File: src/rtl/onehot_decoder_seq.sv
// Sequential 2-to-4 decoder: accepts a 2-bit code through a valid/ready handshake.
// It holds the matching one-hot line for HOLD_CYCLES, then idles low for GAP_CYCLES.
module onehot_decoder_seq #(
  parameter int unsigned HOLD_CYCLES = 4,
  parameter int unsigned GAP_CYCLES  = 1,
  parameter int unsigned CNT_W       = 8
) (
  input  logic               clk,
  input  logic               rst_n,
  input  logic               in_valid,
  input  logic [1:0]         in_code,
  output logic               in_ready,
  output logic [3:0]         out_onehot,
  output logic               out_valid,
  output logic               busy,
  input  logic               clr_cnt,
  output logic [4*CNT_W-1:0] event_cnt
);

  localparam int unsigned MAX_T = (HOLD_CYCLES > GAP_CYCLES) ? HOLD_CYCLES : GAP_CYCLES;
  localparam int unsigned TMR_W = (MAX_T > 1) ? $clog2(MAX_T) : 1;
  localparam logic [TMR_W-1:0] HOLD_LOAD = TMR_W'(HOLD_CYCLES - 1);
  localparam logic [TMR_W-1:0] GAP_LOAD  = TMR_W'((GAP_CYCLES > 0) ? GAP_CYCLES - 1 : 0);
  localparam logic [CNT_W-1:0] CNT_MAX   = '1;

  typedef enum logic [1:0] {
    S_IDLE = 2'd0,
    S_HOLD = 2'd1,
    S_GAP  = 2'd2
  } state_t;

  state_t             r_state;
  state_t             w_state_nxt;
  logic [TMR_W-1:0]   r_tmr;
  logic [TMR_W-1:0]   w_tmr_nxt;
  logic [1:0]         r_code;
  logic [CNT_W-1:0]   r_cnt [4];
  logic               w_accept;
  logic               w_tmr_done;

  assign w_accept   = in_valid && (r_state == S_IDLE);
  assign w_tmr_done = (r_tmr == '0);

  // Status outputs are pure decodes of the state register, so reset clears them at once.
  assign in_ready   = (r_state == S_IDLE);
  assign out_valid  = (r_state == S_HOLD);
  assign busy       = (r_state != S_IDLE);
  assign out_onehot = (r_state == S_HOLD) ? (4'b0001 << r_code) : 4'b0000;

  always_ff @(posedge clk or negedge rst_n) begin
    if (!rst_n) begin
      r_state <= S_IDLE;
      r_tmr   <= '0;
    end else begin
      r_state <= w_state_nxt;
      r_tmr   <= w_tmr_nxt;
    end
  end

  // The timer counts down from length-1, so each phase lasts exactly its programmed length.
  always_comb begin
    w_state_nxt = r_state;
    w_tmr_nxt   = r_tmr;
    case (r_state)
      S_IDLE: begin
        if (w_accept) begin
          w_state_nxt = S_HOLD;
          w_tmr_nxt   = HOLD_LOAD;
        end
      end
      S_HOLD: begin
        if (w_tmr_done) begin
          if (GAP_CYCLES > 0) begin
            w_state_nxt = S_GAP;
            w_tmr_nxt   = GAP_LOAD;
          end else begin
            w_state_nxt = S_IDLE;
          end
        end else begin
          w_tmr_nxt = r_tmr - TMR_W'(1);
        end
      end
      S_GAP: begin
        if (w_tmr_done) begin
          w_state_nxt = S_IDLE;
        end else begin
          w_tmr_nxt = r_tmr - TMR_W'(1);
        end
      end
      default: begin
        w_state_nxt = S_IDLE;
        w_tmr_nxt   = '0;
      end
    endcase
  end

  always_ff @(posedge clk or negedge rst_n) begin
    if (!rst_n) begin
      r_code <= 2'd0;
    end else if (w_accept) begin
      r_code <= in_code;
    end
  end

  // Saturating per-code accept counters; a clear on the accept edge takes priority.
  always_ff @(posedge clk or negedge rst_n) begin
    if (!rst_n) begin
      for (int i = 0; i < 4; i++) r_cnt[i] <= '0;
    end else if (clr_cnt) begin
      for (int i = 0; i < 4; i++) r_cnt[i] <= '0;
    end else if (w_accept && (r_cnt[in_code] != CNT_MAX)) begin
      r_cnt[in_code] <= r_cnt[in_code] + CNT_W'(1);
    end
  end

  for (genvar g = 0; g < 4; g++) begin : g_evt
    assign event_cnt[g*CNT_W +: CNT_W] = r_cnt[g];
  end

endmodule

File: config.mk
export PLATFORM = sky130hd
export DESIGN_NAME = onehot_decoder_seq
export DESIGN_NICKNAME = d
export VERILOG_FILES = /design/src/rtl/onehot_decoder_seq.sv
export SDC_FILE = /design/constraint.sdc
export NUM_CORES = 1
export LEC_CHECK = 0
export ABC_AREA = 1
export CORE_UTILIZATION = 46
export DETAILED_ROUTE_END_ITERATION = 10
export PLACE_DENSITY = 0.76
export SETUP_SLACK_MARGIN = 0.15
export SYNTH_ARGS = -nofsm -noshare
export SYNTH_HDL_FRONTEND = slang
export SYNTH_SLANG_ARGS = --single-unit
File: constraint.sdc
create_clock -name clk -period 1.45 [get_ports clk]
set_clock_uncertainty 0.1 [all_clocks]
set_input_delay 0.145 -clock clk [delete_from_list [all_inputs] [get_ports clk]]
set_output_delay 0.145 -clock clk [all_outputs]
set_load 0.1 [all_outputs]
==> impl_metrics.env, run 1 <==
export IMPL_status="complete, but fails checks"
export IMPL_violations="DRC, setup timing"
export IMPL_drv_slew=0
export IMPL_drive_gt1_share_pct=40.0
export IMPL_die_x_um=71.4
export IMPL_report_final_hold_viol_count=0
export IMPL_cts_tree="done"
export IMPL_grt_pass1_vias=2675
export IMPL_vias=2895
export IMPL_hold_path_class="input port to register"
export IMPL_place_hpwl_mm=4.86
export IMPL_p_sw_share_pct=45.1
export IMPL_r2r_end="event_cnt[12]"
export IMPL_core_um2=4500
export IMPL_vdd_drop_max_mv=1.28
export IMPL_slew_headroom_pct=66.8
export IMPL_powerDensity_nw_per_um2=1220
export IMPL_crit_top_cell="nand2_1"
export IMPL_n_fill_cell=195
export IMPL_rr_startpoint="event_cnt[1]"
export IMPL_clk_latency_ns=0.30
export IMPL_cts_made_buffers=5
export IMPL_grt_start_max_net_pins=39
export IMPL_setup_viol=41
export IMPL_syn_avg_cell_area_um2=7.29
export IMPL_grt_total_usage_pct=32.6
export IMPL_syn_instance_count=304
export IMPL_crit_fanout=7
export IMPL_synth_area_top_cells="dfrtp_1 43%, nand2_1 25%, nand3_1 7.7%"
export IMPL_crit_type="register to register"
export IMPL_area_growth_pct=77.9
export IMPL_layout_commonest_cell="nand2_1"
export IMPL_r2r_slack_ns=-0.54
export IMPL_min_from="in_code[0]"
export IMPL_dp_cells=453
export IMPL_ys_types=25
export IMPL_instances_no_fill=474
export IMPL_p_seq_share_pct=26.4
export IMPL_wl_mm=9.28
export IMPL_rsz0062_at_grt="yes"
export IMPL_setup_ws_ns=-0.541
export IMPL_p_switching_w=0.00217
export IMPL_min_to="r_code[0]"
export IMPL_worstPathArrival_ns=2.12
export IMPL_grt_pass1_wl_mm=12.6
export IMPL_die_h_um=71.4
export IMPL_synth_top_area_cell="dfrtp_1"
export IMPL_placed_cell_area_um2=3590
export IMPL_grt_ovfl_total=0
export IMPL_htree_levels=2
export IMPL_whs_ns=0.278
export IMPL_min_path_cells=4
export IMPL_cp_start_kind="register"
export IMPL_power_w=0.00480
export IMPL_start_util_pct=49.2
export IMPL_final_area_um2=3940
export IMPL_rows=24
export IMPL_p_int_w=0.00263
export IMPL_end_kind="register"
export IMPL_nNetsFinal=431
export IMPL_worstPathRequired_ns=1.58
export IMPL_drv_cap=0
export IMPL_p_comb_share_pct=57.1
export IMPL_diodes=0
export IMPL_finalSetupTns_ns=-15.51
export IMPL_power_leakage_nw=2.06
export IMPL_syn_area_um2=2220
export IMPL_final_cell_mix="143 x nand2_1, 57 x buf_4, 40 x buf_12"
export IMPL_drcViolationCount=6
export IMPL_io_pins=45
export IMPL_cts_clk_slew_worst_paths_ns=0.08
export IMPL_ant_nets=0
export IMPL_ys_seq_area_share_pct=42.9
export IMPL_yosysWarningCount=0
export IMPL_drtPass1Iterations=9
export IMPL_port_buffers=44
export IMPL_fmax_mhz=502
export IMPL_finalCriticalPeriod_ns=1.99
export IMPL_drt_iter0_drc=385
export IMPL_clk_path_buf_depth=2
export IMPL_slowest_stage="dfrtp_1"
export IMPL_slowest_delay_ns=0.40
export IMPL_vias_per_cell=6.11
export IMPL_netlist_area_leader_share_pct=42.9
export IMPL_power_frac_clock_pct=16.5
export IMPL_antenna_found_initial=0
export IMPL_ys_ff_latch=38
export IMPL_synth_net_count=314
export IMPL_post_route_period_util_pct=137
export IMPL_place_congestion=0.858
export IMPL_cp_cell_sequence="nand2_1, nand2_1, nand2_1, nand2_2, ha_4, nand2_4, nor2_4, nand2_8, nand2_8, nor2_4, nand2_1, nand2_1"
export IMPL_root_buffer="clkbuf_8"
export IMPL_wl_per_cell_um=19.6
export IMPL_tightest_slew_ns=0.497
export IMPL_dieArea_um2=5100
export IMPL_ff2ff_path_depth=12
export IMPL_cts_sinks=38
registers in the layout (all words and copies together), names as in the netlist:
signal / flops
r_state: 2
event_cnt: 32
r_tmr: 2
r_code: 2
cell type report:
cell class                      instances  area, um2  share of cell area (%)
Clock buffer                            7       86.3                    2.19
Clock inverter                          1       5.00                   0.127
Tap cell                               52       65.1                    1.65
Inverter                               20       81.3                    2.06
Sequential cell                        38        955                    24.2
Multi-Input combinational cell        239       1310                    33.2
Timing Repair Buffer                  117       1440                    36.6
worst max-delay path by stage:
stage / cells after the start / to / startpoint / slack [ns]
after detailed placement: 13 / event_cnt[12] / in_code[0] / -0.85
final: 12 / event_cnt[12] / event_cnt[1] / -0.54
after floorplan: 6 / event_cnt[0] / r_state[1] / -1.10
after global routing: 12 / event_cnt[12] / event_cnt[1] / -0.54
after CTS: 12 / event_cnt[7] / event_cnt[0] / -0.30
after global placement: 13 / event_cnt[8] / in_code[0] / -0.75
layer usage:
layer | GRT usage [%] | up-vias | share of wire, % | wire length [um]
met3 | 10.5 | 87 | 12 | 1100
li1 | - | 1189 | - | -
met4 | 18.7 | 0 | 6.4 | 592
met1 | 37.0 | 1336 | 35 | 3250
met2 | 54.2 | 283 | 47 | 4340
met5 | 0 | - | 0 | 0
cell families (layout without fill, tap and decap cells):
group / count (synthesis) / after routing / synth area share [%]
AOI/OAI and AO/OA: 12 / 12 / 2.99
buffers and inverters: 27 / 145 / 5.19
adders and majority gates: 4 / 4 / 2.26
xor gates and xnor gates: 2 / 2 / 1.13
and+or+nand+nor: 221 / 221 / 45.5
DFF: 38 / 38 / 42.9
through the flow:
| step | setup slack (ns) | util, % |
|---|---|---|
| 2_1_floorplan | -1.10 | - |
| 3_3_place_gp | -0.745 | 79.7 |
| 3_5_place_dp | -0.854 | 79.7 |
| 4_1_cts | -0.303 | 84.1 |
| 5_1_grt | -0.542 | 87.5 |
| 6_report | -0.541 | 87.5 |
power by group through the flow:
| stage | registers [W] | logic, W | clock network, W |
|---|---|---|---|
| floorplan | 0.00136 | 0.00121 | 0 |
| global placement | 0.00127 | 0.00211 | 0 |
| detailed placement | 0.00128 | 0.00217 | 0 |
| CTS | 0.00125 | 0.00244 | 0.000761 |
| global route | 0.00128 | 0.00283 | 0.000814 |
| finish | 0.00127 | 0.00274 | 0.000792 |
Yosys cell counts (all sizes together):
master and count:
clkbuf 3, ha 4, nand2 156, o22ai 1, nand3b 2, a211oi 2, inv 19, buf 4
nor3 5, clkinv 1, nor2 19, a21oi 5, or2 1, o21ai 4, xor2 2, dfrtp 38
nand3 38
repair_timing:
action,4_1_cts,5_1_grt
pin swaps,13,29
gates cloned,0,0
buffers inserted,4,8
hold buffers,1,0
endpoints found under the setup margin,42,44
endpoints found under the hold margin,38,0
resized for setup,24,30
worst max-delay path: cells and delay by family (launching register included):
family	cells	cell delay, ns
flip-flops	1	0.40
adder cells (fa/ha/maj)	1	0.18
AND/OR/NAND/NOR	11	1.26
Power figures use the tool's default switching activity.
==> run 2: changes to the inputs <==
--- a/config.mk
+++ b/config.mk
@@ -6,9 +6,11 @@
 export NUM_CORES = 1
 export LEC_CHECK = 0
 export ABC_AREA = 1
-export CORE_UTILIZATION = 46
+export CELL_PAD_IN_SITES_DETAIL_PLACEMENT = 1
+export CELL_PAD_IN_SITES_GLOBAL_PLACEMENT = 2
+export CORE_UTILIZATION = 26
 export DETAILED_ROUTE_END_ITERATION = 10
-export PLACE_DENSITY = 0.76
+export PLACE_DENSITY_LB_ADDON = 0.1
 export SETUP_SLACK_MARGIN = 0.15
 export SYNTH_ARGS = -nofsm -noshare
 export SYNTH_HDL_FRONTEND = slang
==> run 2 against run 1 <==
The run ends with setup timing left; setup slack gained 0.21 ns; routed wire length fell by 9.3%; design area is 5.8% higher; maximum frequency rose by 12%; flip-flop and latch count stayed put; clock power fell by 0.5%; via count fell by 15%.
==> impl_metrics.env, run 2 (synthesized netlist as in run 1, its figures left out) <==
export IMPL_grt_pass1_wl_mm=14.0
export IMPL_area_growth_pct=88.3
export IMPL_powerDensity_nw_per_um2=1140
export IMPL_final_cell_mix="121 x nand2_1, 62 x buf_4, 44 x buf_12"
export IMPL_diodes=0
export IMPL_post_route_period_util_pct=123
export IMPL_end_kind="register"
export IMPL_grt_pass1_vias=2653
export IMPL_whs_ns=0.234
export IMPL_setup_viol=39
export IMPL_port_buffers=44
export IMPL_drv_cap=0
export IMPL_slowest_delay_ns=0.39
export IMPL_root_buffer="clkbuf_8"
export IMPL_ff2ff_path_depth=11
export IMPL_critPathTopFamily="simple AND/OR/NAND/NOR gates"
export IMPL_fmax_mhz=563
export IMPL_instances_no_fill=533
export IMPL_largest_reg_flops=32
export IMPL_finalCriticalPeriod_ns=1.78
export IMPL_min_to="r_code[0]"
export IMPL_vias=2466
export IMPL_antenna_found_initial=0
export IMPL_dp_cells=511
export IMPL_nNetsFinal=437
export IMPL_r2r_end="event_cnt[2]"
export IMPL_drcViolationCount=0
export IMPL_min_from="in_code[0]"
export IMPL_cts_made_buffers=5
export IMPL_cts_clk_slew_worst_paths_ns=0.08
export IMPL_worstPathRequired_ns=1.53
export IMPL_finalSetupTns_ns=-10.35
export IMPL_start_util_pct=27.0
export IMPL_r2r_slack_ns=-0.33
export IMPL_hold_path_class="input port to register"
export IMPL_cts_tree="done"
export IMPL_die_h_um=94.3
export IMPL_drv_slew=0
export IMPL_place_congestion=0.823
export IMPL_vias_per_cell=4.63
export IMPL_setup_ws_ns=-0.328
export IMPL_clk_path_buf_depth=2
export IMPL_power_w=0.00474
export IMPL_drtPass1Iterations=5
export IMPL_crit_top_cell="nand2_1"
export IMPL_place_hpwl_mm=5.81
export IMPL_dieArea_um2=8900
export IMPL_worstPathArrival_ns=1.86
export IMPL_rows=33
export IMPL_tightest_slew_ns=0.297
export IMPL_violations="setup timing"
export IMPL_cts_sinks=38
export IMPL_crit_type="register to register"
export IMPL_grt_ovfl_total=0
export IMPL_ant_nets=0
export IMPL_wl_per_cell_um=15.8
export IMPL_grt_start_max_net_pins=39
export IMPL_crit_fanout=3
export IMPL_cp_start_kind="register"
export IMPL_layout_commonest_cell="nand2_1"
export IMPL_drt_iter0_drc=82
export IMPL_vdd_drop_max_mv=0.925
export IMPL_dp_slack_ns=-0.881
export IMPL_htree_levels=2
export IMPL_cp_cell_sequence="nand2_1, nand2_1, nand2_1, nand2_2, ha_4, buf_4, or2_2, nand2_2, nor2_1, nand2_1, nand2_1"
export IMPL_die_x_um=94.3
export IMPL_report_final_hold_viol_count=0
export IMPL_slowest_stage="dfrtp_1"
export IMPL_status="complete, but fails checks"
export IMPL_power_leakage_nw=2.15
export IMPL_core_um2=8220
export IMPL_wl_mm=8.42
export IMPL_rr_startpoint="event_cnt[16]"
export IMPL_clk_latency_ns=0.29
export IMPL_cp_buffers_inverters=1
export IMPL_io_pins=45
export IMPL_min_path_cells=4
export IMPL_grt_total_usage_pct=20.8
export IMPL_rsz0062_at_grt="yes"
export IMPL_slew_headroom_pct=80.2
export IMPL_drive_gt1_share_pct=45.6
==> run 2: timing repair <==
item                                    CTS  global route
setup buffers                            10             3
endpoints found under the setup margin   45            43
hold buffers                              1             0
gates cloned                              0             0
pin swaps                                28            19
gates resized for setup                  41            33
hold endpoints to repair                 38             0
==> run 2: cell type report <==
type	instances	area, um2
Tap cell	105	131
Clock buffer	7	86.3
Inverter	20	88.8
Fill cell	943	4050
Timing Repair Buffer	123	1520
Sequential cell	38	953
Multi-Input combinational cell	239	1390
Clock inverter	1	5.00
==> run 2: stage by stage <==
step	util (%)	instance area, um2
after floorplan	-	2270
after global placement	45.1	3700
after detailed placement	45.1	3700
after CTS	49.0	4030
after global routing	50.8	4170
final	50.8	4170
==> run 2: worst max path at each step <==
stage | startpoint | endpoint | depth (start not counted)
final | event_cnt[16] | event_cnt[2] | 11
after global routing | event_cnt[16] | event_cnt[20] | 13
after CTS | event_cnt[16] | event_cnt[9] | 13
after detailed placement | in_code[0] | event_cnt[12] | 13
after global placement | in_code[0] | event_cnt[13] | 13
after floorplan | r_state[1] | event_cnt[0] | 6
==> run 2: power breakdown <==
| group | switching [W] | total (W) | internal (W) |
|---|---|---|---|
| Combinational | 0.00160 | 0.00269 | 0.00110 |
| Clock | 0.000404 | 0.000788 | 0.000385 |
| Sequential | 0.000103 | 0.00126 | 0.00116 |
==> run 2: routing by layer <==
metal	share of wire, %	global-route usage, %
met4	0.88	4.62
met3	2.5	3.24
met1	47	27.8
met2	50	35.0
met5	0	0
==> run 2: tightest hold or removal path: cells and delay by family <==
kind | cells | cell delay (ns)
buffers and inverters | 2 | 0.33
and+or+nand+nor | 1 | 0.08
AOI/OAI and AO/OA | 1 | 0.05
==> run 3: changes to the inputs <==
--- a/config.mk
+++ b/config.mk
@@ -8,9 +8,10 @@
 export ABC_AREA = 1
 export CELL_PAD_IN_SITES_DETAIL_PLACEMENT = 1
 export CELL_PAD_IN_SITES_GLOBAL_PLACEMENT = 2
-export CORE_UTILIZATION = 26
+export CORE_UTILIZATION = 25
 export DETAILED_ROUTE_END_ITERATION = 10
 export PLACE_DENSITY_LB_ADDON = 0.1
+export RECOVER_POWER = 100
 export SETUP_SLACK_MARGIN = 0.15
 export SYNTH_ARGS = -nofsm -noshare
 export SYNTH_HDL_FRONTEND = slang
==> constraint.sdc (replaced) <==
create_clock -name clk -period 1.45 [get_ports clk]
set_clock_uncertainty 0.1 [all_clocks]
set_input_delay 0.145 -clock clk [delete_from_list [all_inputs] [get_ports clk]]
set_output_delay 0.145 -clock clk [all_outputs]
set_load 0.01 [all_outputs]
==> run 3 against run 2 <==
The flow still finishes with violations (setup timing); global-route usage down 1.0 points; flip-flop and latch count stayed put; clock power is 1% higher; count of clock-buffer cells in the layout stayed put; critical path depth increased by 2; routed wire length up 5.0%; setup slack better by 0.049 ns; cell count rose by 5.6%; non-clock buffer count increased by 30; design area shrank 5.8%.
==> impl_metrics.env, run 3 (synthesized netlist as in run 1, its figures left out) <==
export IMPL_core_um2=8380
export IMPL_worstPathArrival_ns=1.82
export IMPL_p_seq_share_pct=30.7
export IMPL_nNetsFinal=467
export IMPL_finalSetupTns_ns=-8.93
export IMPL_fmax_mhz=579
export IMPL_end_kind="register"
export IMPL_worstPathRequired_ns=1.54
export IMPL_die_x_um=96.1
export IMPL_violations="setup timing"
export IMPL_tightest_slew_ns=0.924
export IMPL_io_pins=45
export IMPL_report_final_hold_viol_count=0
export IMPL_ff_latch_area_um2=953
export IMPL_power_w=0.00407
export IMPL_place_hpwl_mm=5.95
export IMPL_vdd_drop_max_mv=0.429
export IMPL_p_int_w=0.00260
export IMPL_power_leakage_nw=2.08
export IMPL_root_buffer="clkbuf_8"
export IMPL_p_comb_share_pct=49.7
export IMPL_clk_path_buf_depth=2
export IMPL_cts_clk_slew_worst_paths_ns=0.08
export IMPL_die_h_um=96.1
export IMPL_p_switching_w=0.00146
export IMPL_placed_cell_area_um2=3300
export IMPL_cp_start_kind="register"
export IMPL_p_sw_share_pct=36.0
export IMPL_grt_start_max_net_pins=33
export IMPL_cts_made_buffers=5
export IMPL_final_cell_mix="131 x nand2_1, 59 x buf_6, 49 x buf_4"
export IMPL_hold_path_class="input port to register"
export IMPL_slew_headroom_pct=38.4
export IMPL_powerDensity_nw_per_um2=1030
export IMPL_diodes=0
export IMPL_vias=2542
export IMPL_rsz0062_at_grt="yes"
export IMPL_wl_mm=8.84
export IMPL_drcViolationCount=0
export IMPL_grt_total_usage_pct=19.7
export IMPL_cts_sinks=38
export IMPL_rows=33
export IMPL_drtPass1Iterations=4
export IMPL_n_fill_cell=1029
export IMPL_status="complete, but fails checks"
export IMPL_crit_fanout=5
export IMPL_fin_util_pct=46.9
export IMPL_drv_slew=0
export IMPL_setup_ws_ns=-0.278
export IMPL_wl_per_cell_um=15.7
export IMPL_vias_per_cell=4.52
export IMPL_drt_iter0_drc=68
export IMPL_grt_ovfl_total=0
export IMPL_area_growth_pct=77.4
export IMPL_crit_type="register to register"
export IMPL_ant_nets=0
export IMPL_place_congestion=0.789
export IMPL_drv_cap=0
export IMPL_cts_tree="done"
export IMPL_post_route_period_util_pct=119
export IMPL_dieArea_um2=9240
export IMPL_grt_pass1_wl_mm=13.2
export IMPL_antenna_found_initial=0
export IMPL_largest_reg_flops=32
export IMPL_finalCriticalPeriod_ns=1.73
export IMPL_final_area_um2=3930
export IMPL_power_frac_clock_pct=19.6
export IMPL_clk_latency_ns=0.30
export IMPL_setup_viol=42
export IMPL_htree_levels=2
export IMPL_start_util_pct=26.4
export IMPL_multi_input_area_um2=1340
export IMPL_drive_gt1_share_pct=40.6
export IMPL_grt_pass1_vias=2537
export IMPL_port_buffers=44
export IMPL_layout_commonest_cell="nand2_1"
[run 3: path summary, 6_finish.rpt]
check	from	end	slack (ns)	cells past startpoint
max in group asynchronous	rst_n	event_cnt[14]	0.07	3
min reg2reg	r_tmr[1]	r_tmr[1]	0.50	2
max	event_cnt[24]	event_cnt[23]	-0.28	13
min in group asynchronous	rst_n	r_code[1]	0.39	2
min	in_code[0]	r_code[0]	0.38	4
max reg2reg	event_cnt[24]	event_cnt[23]	-0.28	13
[run 3: critical path, stage by stage (launching register included)]
cell	delay (ns)
dfrtp_1	0.37
nand2_1	0.06
nand2_1	0.06
nand2_1	0.06
nand2_2	0.11
ha_4	0.15
nand2_4	0.05
nor2_4	0.16
nand2_8	0.10
nand2_8	0.11
nor2_4	0.05
buf_6	0.13
nand2_1	0.06
nand2_1	0.04
[run 3: timing repair]
action / in CTS / in global routing
hold endpoints to repair: 13 / 0
pin swaps: 39 / 26
gates resized for setup: 184 / 89
buffers inserted: 22 / 15
hold buffers: 1 / 0
endpoints found under the setup margin: 75 / 75
[run 3: stage by stage]
step / hold slack, ns / setup slack [ns] / instances
2_1_floorplan: -0.251 / -0.185 / 304
3_3_place_gp: -0.0217 / -0.810 / 517
3_5_place_dp: -0.0166 / -0.842 / 517
4_1_cts: 0.194 / -0.315 / 548
5_1_grt: 0.385 / -0.379 / 563
6_report: 0.382 / -0.278 / 563
[run 3: cell type report]
cell class	instances	area share, %
inverters	20	2.10
flip-flops and latches	38	24.3
clock inverters	1	0.127
repair buffers	153	33.9
well taps	105	3.34
clock buffers	7	2.20
multi-input cells	239	34.1
[run 3: metal layers]
layer / track usage, % / vias up / wire length (um)
li1: - / 1262 / -
met1: 24.8 / 1238 / 4030
met2: 35.7 / 38 / 4530
met3: 2.92 / 4 / 219
met4: 3.73 / 0 / 61
met5: 0 / - / 0
[run 3: power groups by stage]
stage / sequential, W / clock (W) / combinational (W)
after floorplan: 0.00124 / 0 / 0.000520
after global placement: 0.00124 / 0 / 0.00124
after detailed placement: 0.00124 / 0 / 0.00125
after CTS: 0.00123 / 0.000826 / 0.00169
after global routing: 0.00126 / 0.000861 / 0.00217
final: 0.00125 / 0.000798 / 0.00202
